**config.mk**
```make
export PLATFORM = sky130hd
export DESIGN_NAME = vx_commit_unit_flat
export DESIGN_NICKNAME = d
export VERILOG_FILES = /design/src/rtl/vx_commit_unit_if.sv /design/src/rtl/vx_commit_unit.sv /design/src/flat_wrapper.sv
export SDC_FILE = /design/constraint.sdc
export NUM_CORES = 1
export LEC_CHECK = 0
export CAP_MARGIN = 20
export CORE_AREA = 2 2 230 232
export DETAILED_ROUTE_END_ITERATION = 16
export DIE_AREA = 0 0 232 234
export GPL_ROUTABILITY_DRIVEN = 0
export HOLD_SLACK_MARGIN = 0.03
export PLACE_DENSITY = 0.64
export SETUP_SLACK_MARGIN = 0.2
export SYNTH_ARGS = -nofsm -noshare
export SYNTH_HDL_FRONTEND = slang
export SYNTH_SLANG_ARGS = --single-unit
```
**constraint.sdc**
```tcl
create_clock -name clk -period 7.5 [get_ports clk]
set_clock_uncertainty 0.1 [all_clocks]
set_input_delay 0.75 -clock clk [delete_from_list [all_inputs] [get_ports clk]]
set_output_delay 0.75 -clock clk [all_outputs]
set_load 0.005 [all_outputs]
```
**src/rtl/vx_commit_unit_if.sv**
```systemverilog
// Commit-stage bus bundle: the execute-unit result streams feeding the
// commit unit and the register writeback port leaving it.
//   in_*   : NUM_INPUTS result streams (valid/ready handshake per stream)
//   wb_*   : single writeback stream (valid/ready, backpressure via wb_ready)
// Modports:
//   slave  : commit unit's view (consumes in_*, produces wb_*)
//   master : environment's view (execute units + writeback consumer)
interface vx_commit_unit_if #(
  parameter int NUM_INPUTS  = 4,
  parameter int NUM_THREADS = 4,
  parameter int NUM_WARPS   = 4,
  parameter int PAYLOADW    = 64
);
  localparam int NW_BITS = $clog2(NUM_WARPS);

  logic [NUM_INPUTS-1:0]                  in_valid;
  logic [NUM_INPUTS-1:0]                  in_ready;
  logic [NUM_INPUTS-1:0][NW_BITS-1:0]     in_wid;
  logic [NUM_INPUTS-1:0][NUM_THREADS-1:0] in_tmask;
  logic [NUM_INPUTS-1:0]                  in_wb;
  logic [NUM_INPUTS-1:0]                  in_sop;
  logic [NUM_INPUTS-1:0]                  in_eop;
  logic [NUM_INPUTS-1:0][PAYLOADW-1:0]    in_payload;

  logic                   wb_valid;
  logic                   wb_ready;
  logic [NW_BITS-1:0]     wb_wid;
  logic [NUM_THREADS-1:0] wb_tmask;
  logic                   wb_sop;
  logic                   wb_eop;
  logic [PAYLOADW-1:0]    wb_payload;

  modport slave (
    input  in_valid, in_wid, in_tmask, in_wb, in_sop, in_eop, in_payload,
    output in_ready,
    output wb_valid, wb_wid, wb_tmask, wb_sop, wb_eop, wb_payload,
    input  wb_ready
  );

  modport master (
    output in_valid, in_wid, in_tmask, in_wb, in_sop, in_eop, in_payload,
    input  in_ready,
    input  wb_valid, wb_wid, wb_tmask, wb_sop, wb_eop, wb_payload,
    output wb_ready
  );
endinterface

```
**src/rtl/vx_commit_unit.sv**
```systemverilog
// Commit stage for one issue slot.
// Round-robin arbitration of NUM_INPUTS result streams into a single
// registered output slot. Register-writing results leave through the
// writeback port (may stall on wb_ready); non-writing results retire the
// cycle after acceptance without waiting. Keeps aggregate thread-instruction
// and per-warp instruction counters and a registered committed pulse.
// Ports:
//   clk, reset     : clock, synchronous active-high reset
//   bus            : result streams in, writeback out (vx_commit_unit_if.slave)
//   committed      : 1-cycle pulse, an eop result retired
//   committed_wid  : warp of the last committed pulse (holds otherwise)
//   instret        : total retired thread-instructions (wraps)
//   warp_instret   : retired instructions per warp (wraps)

// Per-warp retirement counter.
module vx_commit_warp_ctr #(
  parameter int W = 44
) (
  input  logic         clk,
  input  logic         reset,
  input  logic         inc,
  output logic [W-1:0] count
);
  always_ff @(posedge clk) begin
    if (reset)    count <= '0;
    else if (inc) count <= count + W'(1);
  end
endmodule

module vx_commit_unit #(
  parameter int NUM_INPUTS    = 4,
  parameter int NUM_THREADS   = 4,
  parameter int NUM_WARPS     = 4,
  parameter int PAYLOADW      = 64,
  parameter int PERF_CTR_BITS = 44
) (
  input  logic                                    clk,
  input  logic                                    reset,
  vx_commit_unit_if.slave                         bus,
  output logic                                    committed,
  output logic [$clog2(NUM_WARPS)-1:0]            committed_wid,
  output logic [PERF_CTR_BITS-1:0]                instret,
  output logic [NUM_WARPS-1:0][PERF_CTR_BITS-1:0] warp_instret
);
  localparam int NW_BITS = $clog2(NUM_WARPS);
  localparam int PTR_W   = (NUM_INPUTS > 1) ? $clog2(NUM_INPUTS) : 1;

  // ---------------- output slot ----------------
  logic                   slot_valid;
  logic [NW_BITS-1:0]     slot_wid;
  logic [NUM_THREADS-1:0] slot_tmask;
  logic                   slot_wb;
  logic                   slot_sop;
  logic                   slot_eop;
  logic [PAYLOADW-1:0]    slot_payload;

  logic fire, load_en, accept;

  // Non-writing results never look at wb_ready.
  assign fire    = slot_valid && (!slot_wb || bus.wb_ready);
  // No acceptance while reset is held: anything taken would be dropped.
  assign load_en = (!slot_valid || fire) && !reset;

  // ---------------- round-robin arbiter ----------------
  logic [PTR_W-1:0]      ptr;
  logic [PTR_W-1:0]      gidx;
  logic                  gvalid;
  logic [NUM_INPUTS-1:0] grant;

  generate
    if (NUM_INPUTS == 1) begin : g_pass
      assign gvalid = bus.in_valid[0];
      assign gidx   = '0;
    end else begin : g_rr
      logic [PTR_W-1:0] cand;
      // Walk from lowest priority (ptr itself) up to ptr+1; the last valid
      // hit overwrites earlier ones, so ptr+1 wins when valid.
      always_comb begin
        gvalid = 1'b0;
        gidx   = '0;
        cand   = '0;
        for (int k = NUM_INPUTS; k >= 1; k--) begin
          cand = PTR_W'((int'(ptr) + k) % NUM_INPUTS);
          if (bus.in_valid[cand]) begin
            gvalid = 1'b1;
            gidx   = cand;
          end
        end
      end
    end
  endgenerate

  always_comb begin
    grant = '0;
    for (int i = 0; i < NUM_INPUTS; i++)
      grant[i] = gvalid && (gidx == PTR_W'(i));
  end

  assign bus.in_ready = grant & {NUM_INPUTS{load_en}};
  assign accept       = gvalid && load_en;

  always_ff @(posedge clk) begin
    if (reset) begin
      ptr        <= '0;
      slot_valid <= 1'b0;
    end else begin
      if (accept) ptr <= gidx;
      // Fire and load in the same cycle replace the entry with no bubble.
      if (load_en) slot_valid <= gvalid;
    end
  end

  // Data fields need no reset; they are only meaningful under slot_valid.
  always_ff @(posedge clk) begin
    if (accept) begin
      slot_wid     <= bus.in_wid[gidx];
      slot_tmask   <= bus.in_tmask[gidx];
      slot_wb      <= bus.in_wb[gidx];
      slot_sop     <= bus.in_sop[gidx];
      slot_eop     <= bus.in_eop[gidx];
      slot_payload <= bus.in_payload[gidx];
    end
  end

  // ---------------- writeback port ----------------
  assign bus.wb_valid   = slot_valid && slot_wb;
  assign bus.wb_wid     = slot_wid;
  assign bus.wb_tmask   = slot_tmask;
  assign bus.wb_sop     = slot_sop;
  assign bus.wb_eop     = slot_eop;
  assign bus.wb_payload = slot_payload;

  // ---------------- retirement counters ----------------
  logic [PERF_CTR_BITS-1:0] lane_cnt;

  always_comb begin
    lane_cnt = '0;
    for (int t = 0; t < NUM_THREADS; t++)
      lane_cnt = lane_cnt + PERF_CTR_BITS'(slot_tmask[t]);
  end

  always_ff @(posedge clk) begin
    if (reset)     instret <= '0;
    else if (fire) instret <= instret + lane_cnt;
  end

  genvar w;
  generate
    for (w = 0; w < NUM_WARPS; w++) begin : g_warp
      vx_commit_warp_ctr #(.W(PERF_CTR_BITS)) u_ctr (
        .clk   (clk),
        .reset (reset),
        .inc   (fire && slot_eop && (slot_wid == NW_BITS'(w))),
        .count (warp_instret[w])
      );
    end
  endgenerate

  // Only the eop packet of an instruction counts as a commit.
  always_ff @(posedge clk) begin
    if (reset) begin
      committed     <= 1'b0;
      committed_wid <= '0;
    end else begin
      committed <= fire && slot_eop;
      if (fire && slot_eop) committed_wid <= slot_wid;
    end
  end
endmodule

```
**src/flat_wrapper.sv**
```systemverilog
// flat-port wrapper written by rule: the top's interface ports become plain ports
module vx_commit_unit_flat 
#(
  parameter int NUM_INPUTS    = 4,
  parameter int NUM_THREADS   = 4,
  parameter int NUM_WARPS     = 4,
  parameter int PAYLOADW      = 64,
  parameter int PERF_CTR_BITS = 44
)
  (clk, reset, committed, committed_wid, instret, warp_instret, bus_in_valid, bus_in_wid, bus_in_tmask, bus_in_wb, bus_in_sop, bus_in_eop, bus_in_payload, bus_in_ready, bus_wb_valid, bus_wb_wid, bus_wb_tmask, bus_wb_sop, bus_wb_eop, bus_wb_payload, bus_wb_ready);
  vx_commit_unit_if #(.NUM_INPUTS(NUM_INPUTS), .NUM_THREADS(NUM_THREADS), .NUM_WARPS(NUM_WARPS), .PAYLOADW(PAYLOADW)) bus_i ();
  input  logic clk;
  input  logic reset;
  output logic committed;
  output logic [$clog2(NUM_WARPS)-1:0] committed_wid;
  output logic [PERF_CTR_BITS-1:0] instret;
  output logic [NUM_WARPS-1:0][PERF_CTR_BITS-1:0] warp_instret;
  input wire logic [$bits(bus_i.in_valid)-1:0] bus_in_valid;
  input wire logic [$bits(bus_i.in_wid)-1:0] bus_in_wid;
  input wire logic [$bits(bus_i.in_tmask)-1:0] bus_in_tmask;
  input wire logic [$bits(bus_i.in_wb)-1:0] bus_in_wb;
  input wire logic [$bits(bus_i.in_sop)-1:0] bus_in_sop;
  input wire logic [$bits(bus_i.in_eop)-1:0] bus_in_eop;
  input wire logic [$bits(bus_i.in_payload)-1:0] bus_in_payload;
  output wire logic [$bits(bus_i.in_ready)-1:0] bus_in_ready;
  output wire logic [$bits(bus_i.wb_valid)-1:0] bus_wb_valid;
  output wire logic [$bits(bus_i.wb_wid)-1:0] bus_wb_wid;
  output wire logic [$bits(bus_i.wb_tmask)-1:0] bus_wb_tmask;
  output wire logic [$bits(bus_i.wb_sop)-1:0] bus_wb_sop;
  output wire logic [$bits(bus_i.wb_eop)-1:0] bus_wb_eop;
  output wire logic [$bits(bus_i.wb_payload)-1:0] bus_wb_payload;
  input wire logic [$bits(bus_i.wb_ready)-1:0] bus_wb_ready;
  assign bus_i.in_valid = bus_in_valid;
  assign bus_i.in_wid = bus_in_wid;
  assign bus_i.in_tmask = bus_in_tmask;
  assign bus_i.in_wb = bus_in_wb;
  assign bus_i.in_sop = bus_in_sop;
  assign bus_i.in_eop = bus_in_eop;
  assign bus_i.in_payload = bus_in_payload;
  assign bus_in_ready = bus_i.in_ready;
  assign bus_wb_valid = bus_i.wb_valid;
  assign bus_wb_wid = bus_i.wb_wid;
  assign bus_wb_tmask = bus_i.wb_tmask;
  assign bus_wb_sop = bus_i.wb_sop;
  assign bus_wb_eop = bus_i.wb_eop;
  assign bus_wb_payload = bus_i.wb_payload;
  assign bus_i.wb_ready = bus_wb_ready;
  vx_commit_unit #(.NUM_INPUTS(NUM_INPUTS), .NUM_THREADS(NUM_THREADS), .NUM_WARPS(NUM_WARPS), .PAYLOADW(PAYLOADW), .PERF_CTR_BITS(PERF_CTR_BITS)) u_core (.clk(clk), .reset(reset), .bus(bus_i), .committed(committed), .committed_wid(committed_wid), .instret(instret), .warp_instret(warp_instret));
endmodule
```
==> flow_summary_export.csv, run 1 <==
group,metric,value,unit
pwr,ir_drop,0.123,mV
cells_and_area,fillCellCount,4886,
synthesis,ys_seq_area_share,43.8,%
grt,grt.overflow.total,0,
synthesis,syn_inst,1644,
clocking,numCtsBuffers,36,
floorplan,ioPinCount,599,
synthesis,synthArstFlopShare,0,%
clocking,cts_root_buf,"clkbuf_16",
route,post_drt_wl_per_cell,19.8,µm
run_status,status,"finished, final reports clean",
pwr,total_power,4.20,mW
synthesis,ys.flop_type,"dfxtp_1",
cells_and_area,drive_gt1_share,4.34,%
route,postRouteAntennaNets,0,
route,wl,57900,µm
clocking,cts_sinks,299,
route,dr.pass1.iters,5,
timing,worst_pin_slew,1.03,ns
worst_setup_path,startpoint_type,"input port",
worst_setup_path,end_kind,"output port",
synthesis,synth_seq_cells,299,
worst_setup_path,cp_max_fo,58,
grt,grt_pass1_wl,86300,µm
timing,rsz0062_at_grt,"no",
cells_and_area,multi_input_area,8190,µm²
pwr,power_density,181,nW/µm²
grt,antenna_found_initial,6,
worst_setup_path,crit_arrival,3.86,ns
pwr,p_leak,8.05,nW
cells_and_area,syn_to_final_growth,51.2,%
cells_and_area,nets,2518,
floorplan,die_width,232,µm
placement,io_buffer_count,598,
timing,final-setup-viol-count,0,
route,num_vias,14900,
route,drc,0,
worst_setup_path,crit_path_max_incr_delay,0.67,ns
cells_and_area,stdcell_count,2924,
floorplan,rows,84,
placement,dp_cells,2856,
synthesis,synth.distinct_cells,55,
synthesis,ys_warn_count,0,
timing,timing.hold.ws,0.384,ns
cells_and_area,seqCellArea,6720,µm²
floorplan,start_util,29.5,%
timing,slew_headroom,31.1,%
floorplan,dieArea,54300,µm²
floorplan,core_area,52000,µm²
worst_setup_path,worst_path_max_delay_cell,"buf_4",
worst_setup_path,crit_top_cell,"clkdlybuf4s50_1",
min_path,holdCritPathClass,"reg2reg",
worst_setup_path,cp_cell_sequence,"clkdlybuf4s50_1, nand3b_1, o41ai_1, or2_2, clkinv_2, buf_4, nand2_1, nor2_1, clkdlybuf4s50_1",
timing,fmax,0.212,GHz
placement,dp_hpwl,45100,µm
worst_setup_path,critPathRequiredTime,6.65,ns
synthesis,netlist_area,15300,µm²
synthesis,synth.avg_cell_area,9.33,µm²
timing,fin_crit_sh,62.9,%
clocking,insertion_delay,0.54,ns
floorplan,die_h,234,µm
clocking,h-tree-depth,2,
clocking,cts_tree,"built",
clocking,hold_buffers,0,
clocking,postCtsSetupRepairBufs,0,
timing,slew_violations,0,
grt,grt_max_degree,112,
run,maxCapViolations,0,
grt,grt_pass1_vias,14500,
clocking,cts_buffer_depth,3,
timing,finalHoldViolCount,0,
clocking,clkTransAtPathRegs,0.06,ns
route,vias_per_cell,5.08,
grt,grt.total_usage,20.6,%
clocking,cts_resized,0,
synthesis,synth-edff-count,73,
timing,period_minus_slack,4.71,ns
worst_setup_path,path_class,"in2out",
route,initialDrtViolationCount,990,
synthesis,synth_nets,1954,
timing,fin_tns_setup,0,ns
cells_and_area,postLayoutCoreUtil,44.6,%
[cell families (layout without fill, tap and decap cells)]
kind of cell,after synthesis,in the layout,synth area share [%]
flip-flops,299,299,43.8
AO/OA/AOI/OAI,177,177,6.30
other,0,3,0
XOR/XNOR,129,129,7.37
AND/OR/NAND/NOR,679,679,23.6
multiplexers,228,228,14.9
adder cells (fa/ha/maj),11,11,0.995
buffers and inverters,121,710,3.08
[area by class of cell]
| type | count | area share (%) |
|---|---|---|
| multi-input cells | 1224 | 35.3 |
| flip-flops and latches | 299 | 29.0 |
| repair buffers | 617 | 26.6 |
| clock buffers | 55 | 4.59 |
| well taps | 688 | 3.71 |
| inverters | 30 | 0.491 |
| clock inverters | 8 | 0.340 |
| diodes | 3 | 0.0324 |
[final timing paths]
| kind | slack, ns | cells after the start | endpoint | startpoint |
|---|---|---|---|---|
| min reg2reg | 0.38 | 2 | u_core.instret[0] | u_core.instret[0] |
| max reg2reg | 3.83 | 13 | u_core.instret[12] | u_core.bus.wb_tmask[1] |
| min | 0.38 | 2 | u_core.instret[0] | u_core.instret[0] |
| max | 2.79 | 9 | bus_in_ready[3] | bus_wb_ready |
[placed cells by master (no fill, tap or decap), types with 2 or more instances in the layout]
cell type / netlist / layout
nand4_1: 91 / 91
nor3_2: 2 / 2
clkinv_2: 0 / 6
or2_2: 5 / 5
a211oi_4: 0 / 2
nor2b_1: 10 / 9
clkbuf_1: 67 / 12
nor3_1: 38 / 38
a21oi_1: 84 / 84
buf_4: 0 / 17
edfxtp_1: 73 / 73
and4_1: 21 / 21
nand2b_1: 6 / 6
and3_1: 28 / 28
nand2_1: 80 / 80
inv_1: 30 / 29
nor4_2: 3 / 4
nand4b_1: 4 / 4
diode_2: 0 / 3
ha_1: 9 / 9
clkbuf_16: 0 / 38
o21ai_0: 65 / 65
and2_1: 11 / 11
nor2_1: 170 / 170
clkbuf_8: 0 / 5
nand3_1: 89 / 89
or4_1: 19 / 19
fa_1: 2 / 2
xnor2_1: 59 / 59
or3_1: 59 / 59
mux2_2: 5 / 5
clkdlybuf4s50_1: 0 / 597
mux2i_1: 223 / 223
o31ai_1: 15 / 15
dfxtp_1: 226 / 226
xor2_1: 70 / 70
nor4_1: 32 / 31
[layer usage]
metal	vias to the layer above	share of wire, %	track usage (%)
li1	7139	-	-
met1	7112	39	24.3
met2	521	50	36.4
met3	91	6.7	4.33
met4	4	3.8	8.05
met5	-	0.048	0
[worst max-delay path, delay by kind of cell]
| kind | cells | cell delay (ns) |
|---|---|---|
| and+or+nand+nor | 4 | 0.91 |
| AOI/OAI and AO/OA | 1 | 0.13 |
| buffers and inverters | 4 | 2.02 |
[sequential cells by signal (all words and copies together) (netlist names)]
| register | flops |
|---|---|
| u_core.bus.wb_wid | 2 |
| u_core.bus.wb_eop | 1 |
| u_core.bus.wb_sop | 1 |
| u_core.g_warp.u_ctr.count | 176 |
| u_core.committed | 1 |
| u_core.bus.wb_payload | 64 |
| u_core.instret | 44 |
| u_core.committed_wid | 2 |
| u_core.slot_valid | 1 |
| u_core.ptr | 2 |
| u_core.bus.wb_tmask | 4 |
| u_core.slot_wb | 1 |
[power breakdown]
part / internal, mW / switching (mW)
Combinational: 0.393 / 0.318
Sequential: 1.74 / 0.0397
Clock: 1.01 / 0.701
[stage by stage]
stage,worst slack [ns],area [µm²]
finish,2.79,23200
global route,2.61,23200
floorplan,3.54,15300
CTS,2.72,23100
global placement,2.67,22000
detailed placement,2.74,22000
[cell usage after synthesis, drive strengths merged (2+ instances only)]
| cell type | count | share of area, % |
|---|---|---|
| a211oi | 3 | 0.15 |
| buf | 24 | 0.70 |
| nor2 | 170 | 4.2 |
| nand2b | 6 | 0.24 |
| dfxtp | 226 | 29 |
| nor3 | 40 | 1.4 |
| mux2i | 223 | 15 |
| and4 | 21 | 1.2 |
| nand2 | 80 | 2.0 |
| mux2 | 5 | 0.37 |
| edfxtp | 73 | 14 |
| o31ai | 15 | 0.73 |
| nor4b | 2 | 0.15 |
| nand4 | 92 | 3.8 |
| clkbuf | 67 | 1.6 |
| o21ai | 65 | 2.1 |
| xnor2 | 59 | 3.4 |
| or2 | 5 | 0.20 |
| and2 | 12 | 0.49 |
| inv | 30 | 0.73 |
| or3 | 59 | 2.4 |
| nand4b | 4 | 0.23 |
| xor2 | 70 | 4.0 |
| and3 | 28 | 1.1 |
| or4b | 2 | 0.13 |
| nor4 | 35 | 1.5 |
| a21oi | 84 | 2.7 |
| nand3 | 89 | 2.9 |
| ha | 9 | 0.73 |
| nor2b | 10 | 0.41 |
| or4 | 20 | 1.0 |
| fa | 2 | 0.26 |
(Power assumes the default switching activity.)
==> run 2: changes to the inputs <==
CORE_AREA = 2 2 231 233   (was 2 2 230 232)
DIE_AREA = 0 0 233 235   (was 0 0 232 234)
clock period = 4.67 ns   (was 7.5 ns; I/O delays follow)
==> run 2 against run 1 <==
Power increased by 63%. Global-route usage decreased by 0.35 points. Cell count increased by 0.38%. Via count about the same. Wire length decreased by 1.1%. Worst hold slack got worse by 0.072 ns. Largest power group unchanged.
==> flow_summary_export.csv, run 2 (synthesized netlist as in run 1, its figures left out) <==
group,metric,value,unit
clocking,cts_root_buf,"clkbuf_16",
cells_and_area,syn_to_final_growth,51.9,%
clocking,clkTransAtPathRegs,0.06,ns
min_path,holdCritPathClass,"in2reg",
timing,worst_pin_slew,1.02,ns
floorplan,die_width,233,µm
worst_setup_path,crit_path_max_incr_delay,0.41,ns
timing,fin_tns_setup,0,ns
floorplan,ioPinCount,599,
pwr,p_leak,8.12,nW
route,vias_per_cell,5.06,
worst_setup_path,r2r_setup_slack,1.21,ns
cells_and_area,mostFrequentLayoutCells,"clkdlybuf4s50_1, dfxtp_1, mux2i_1",
worst_setup_path,crit_family,"adder cells",
clocking,cts_sinks,299,
placement,place_area,22100,µm²
grt,grt.overflow.total,0,
floorplan,core_area,52200,µm²
pwr,ir_drop,0.223,mV
route,num_vias,14900,
worst_setup_path,startpoint_type,"flip-flop",
timing,slew_headroom,32.0,%
grt,grt_pass1_wl,86500,µm
route,dr.pass1.iters,7,
worst_setup_path,path_class,"reg2reg",
pwr,power_density,293,nW/µm²
worst_setup_path,worst_path_max_delay_cell,"edfxtp_1",
cells_and_area,final_cell_area,23300,µm²
worst_setup_path,end_kind,"flip-flop",
grt,grt.total_usage,20.2,%
run_status,status,"finished, final reports clean",
timing,fmax,0.289,GHz
timing,rsz0062_at_grt,"no",
cells_and_area,nets,2527,
clocking,cts_buffer_depth,3,
floorplan,die_h,235,µm
grt,grt_max_degree,126,
worst_setup_path,crit_buf_inv,4,
clocking,numCtsBuffers,36,
worst_setup_path,crit_arrival,3.76,ns
clocking,insertion_delay,0.55,ns
placement,io_buffer_count,598,
timing,finalHoldViolCount,0,
route,initialDrtViolationCount,770,
timing,fin_crit_sh,74.0,%
cells_and_area,regMostFlops,"u_core.g_warp.u_ctr.count",
placement,dp_hpwl,44600,µm
cells_and_area,largest_register_ffs,176,
worst_setup_path,critPathRequiredTime,4.97,ns
grt,grt_pass1_vias,14600,
route,post_drt_wl_per_cell,19.5,µm
route,drc,0,
run,maxCapViolations,0,
cells_and_area,drive_gt1_share,4.94,%
route,wl,57300,µm
worst_setup_path,crit_top_cell,"inv_1",
cells_and_area,fillCellCount,4930,
floorplan,start_util,29.4,%
clocking,cts_resized,0,
timing,final-setup-viol-count,0,
clocking,h-tree-depth,2,
clocking,hold_buffers,0,
timing,slew_violations,0,
clocking,cts_tree,"built",
worst_setup_path,cp_cell_sequence,"ha_1, inv_1, fa_1, inv_1, ha_1, inv_1, fa_1, nor2b_1, o2111ai_1, buf_4, nor4_1, xnor2_1, nor2_1",
route,postRouteAntennaNets,0,
clocking,postCtsSetupRepairBufs,0,
floorplan,dieArea,54800,µm²
timing,period_minus_slack,3.46,ns
grt,antenna_found_initial,2,
floorplan,rows,84,
cells_and_area,final_common_cell,"clkdlybuf4s50_1",
worst_setup_path,cp_max_fo,11,
-- run 2: power breakdown --
part | internal, mW | total (mW) | switching (mW)
combinational | 0.644 | 1.17 | 0.523
sequential | 2.79 | 2.84 | 0.0555
clock | 1.65 | 2.82 | 1.17
total | 5.08 | 6.83 | 1.75
-- run 2: through the flow --
| stage | util [%] | power, mW | instances | hold WS (ns) | setup WS (ns) |
|---|---|---|---|---|---|
| after floorplan | - | 3.40 | 1644 | 0.365 | 1.28 |
| after global placement | 42.3 | 4.07 | 2865 | 0.362 | 0.966 |
| after detailed placement | 42.3 | 4.08 | 2865 | 0.383 | 0.868 |
| after CTS | 44.6 | 6.92 | 2931 | 0.359 | 0.851 |
| after global routing | 44.6 | 7.09 | 2933 | 0.368 | 0.967 |
| final | 44.6 | 6.83 | 2935 | 0.312 | 1.21 |
-- run 2: cell type report --
type	count	area, µm²	area share (%)
diodes	2	5.00	0.0215
clock buffers	50	1020	4.36
repair buffers	626	6240	26.8
well taps	688	861	3.69
multi-input cells	1224	8190	35.1
clock inverters	16	164	0.703
inverters	30	114	0.489
flip-flops and latches	299	6720	28.8
-- run 2: worst paths after layout --
path                                         start                               end  cells after the start
setup / recovery            u_core.bus.wb_tmask[1]                u_core.instret[32]                     13
hold reg to reg   u_core.g_warp[0].u_ctr.count[43]  u_core.g_warp[0].u_ctr.count[43]                      2
setup reg to reg            u_core.bus.wb_tmask[1]                u_core.instret[32]                     13
hold / removal                               reset                     u_core.ptr[1]                      2
-- run 2: layer usage --
metal / up-vias / share of wire, % / GRT usage [%]
met5: - / 0.023 / 0
met4: 2 / 2.9 / 6.87
met3: 79 / 5.9 / 3.36
met2: 519 / 51 / 36.7
met1: 7096 / 40 / 23.8
li1: 7168 / - / -
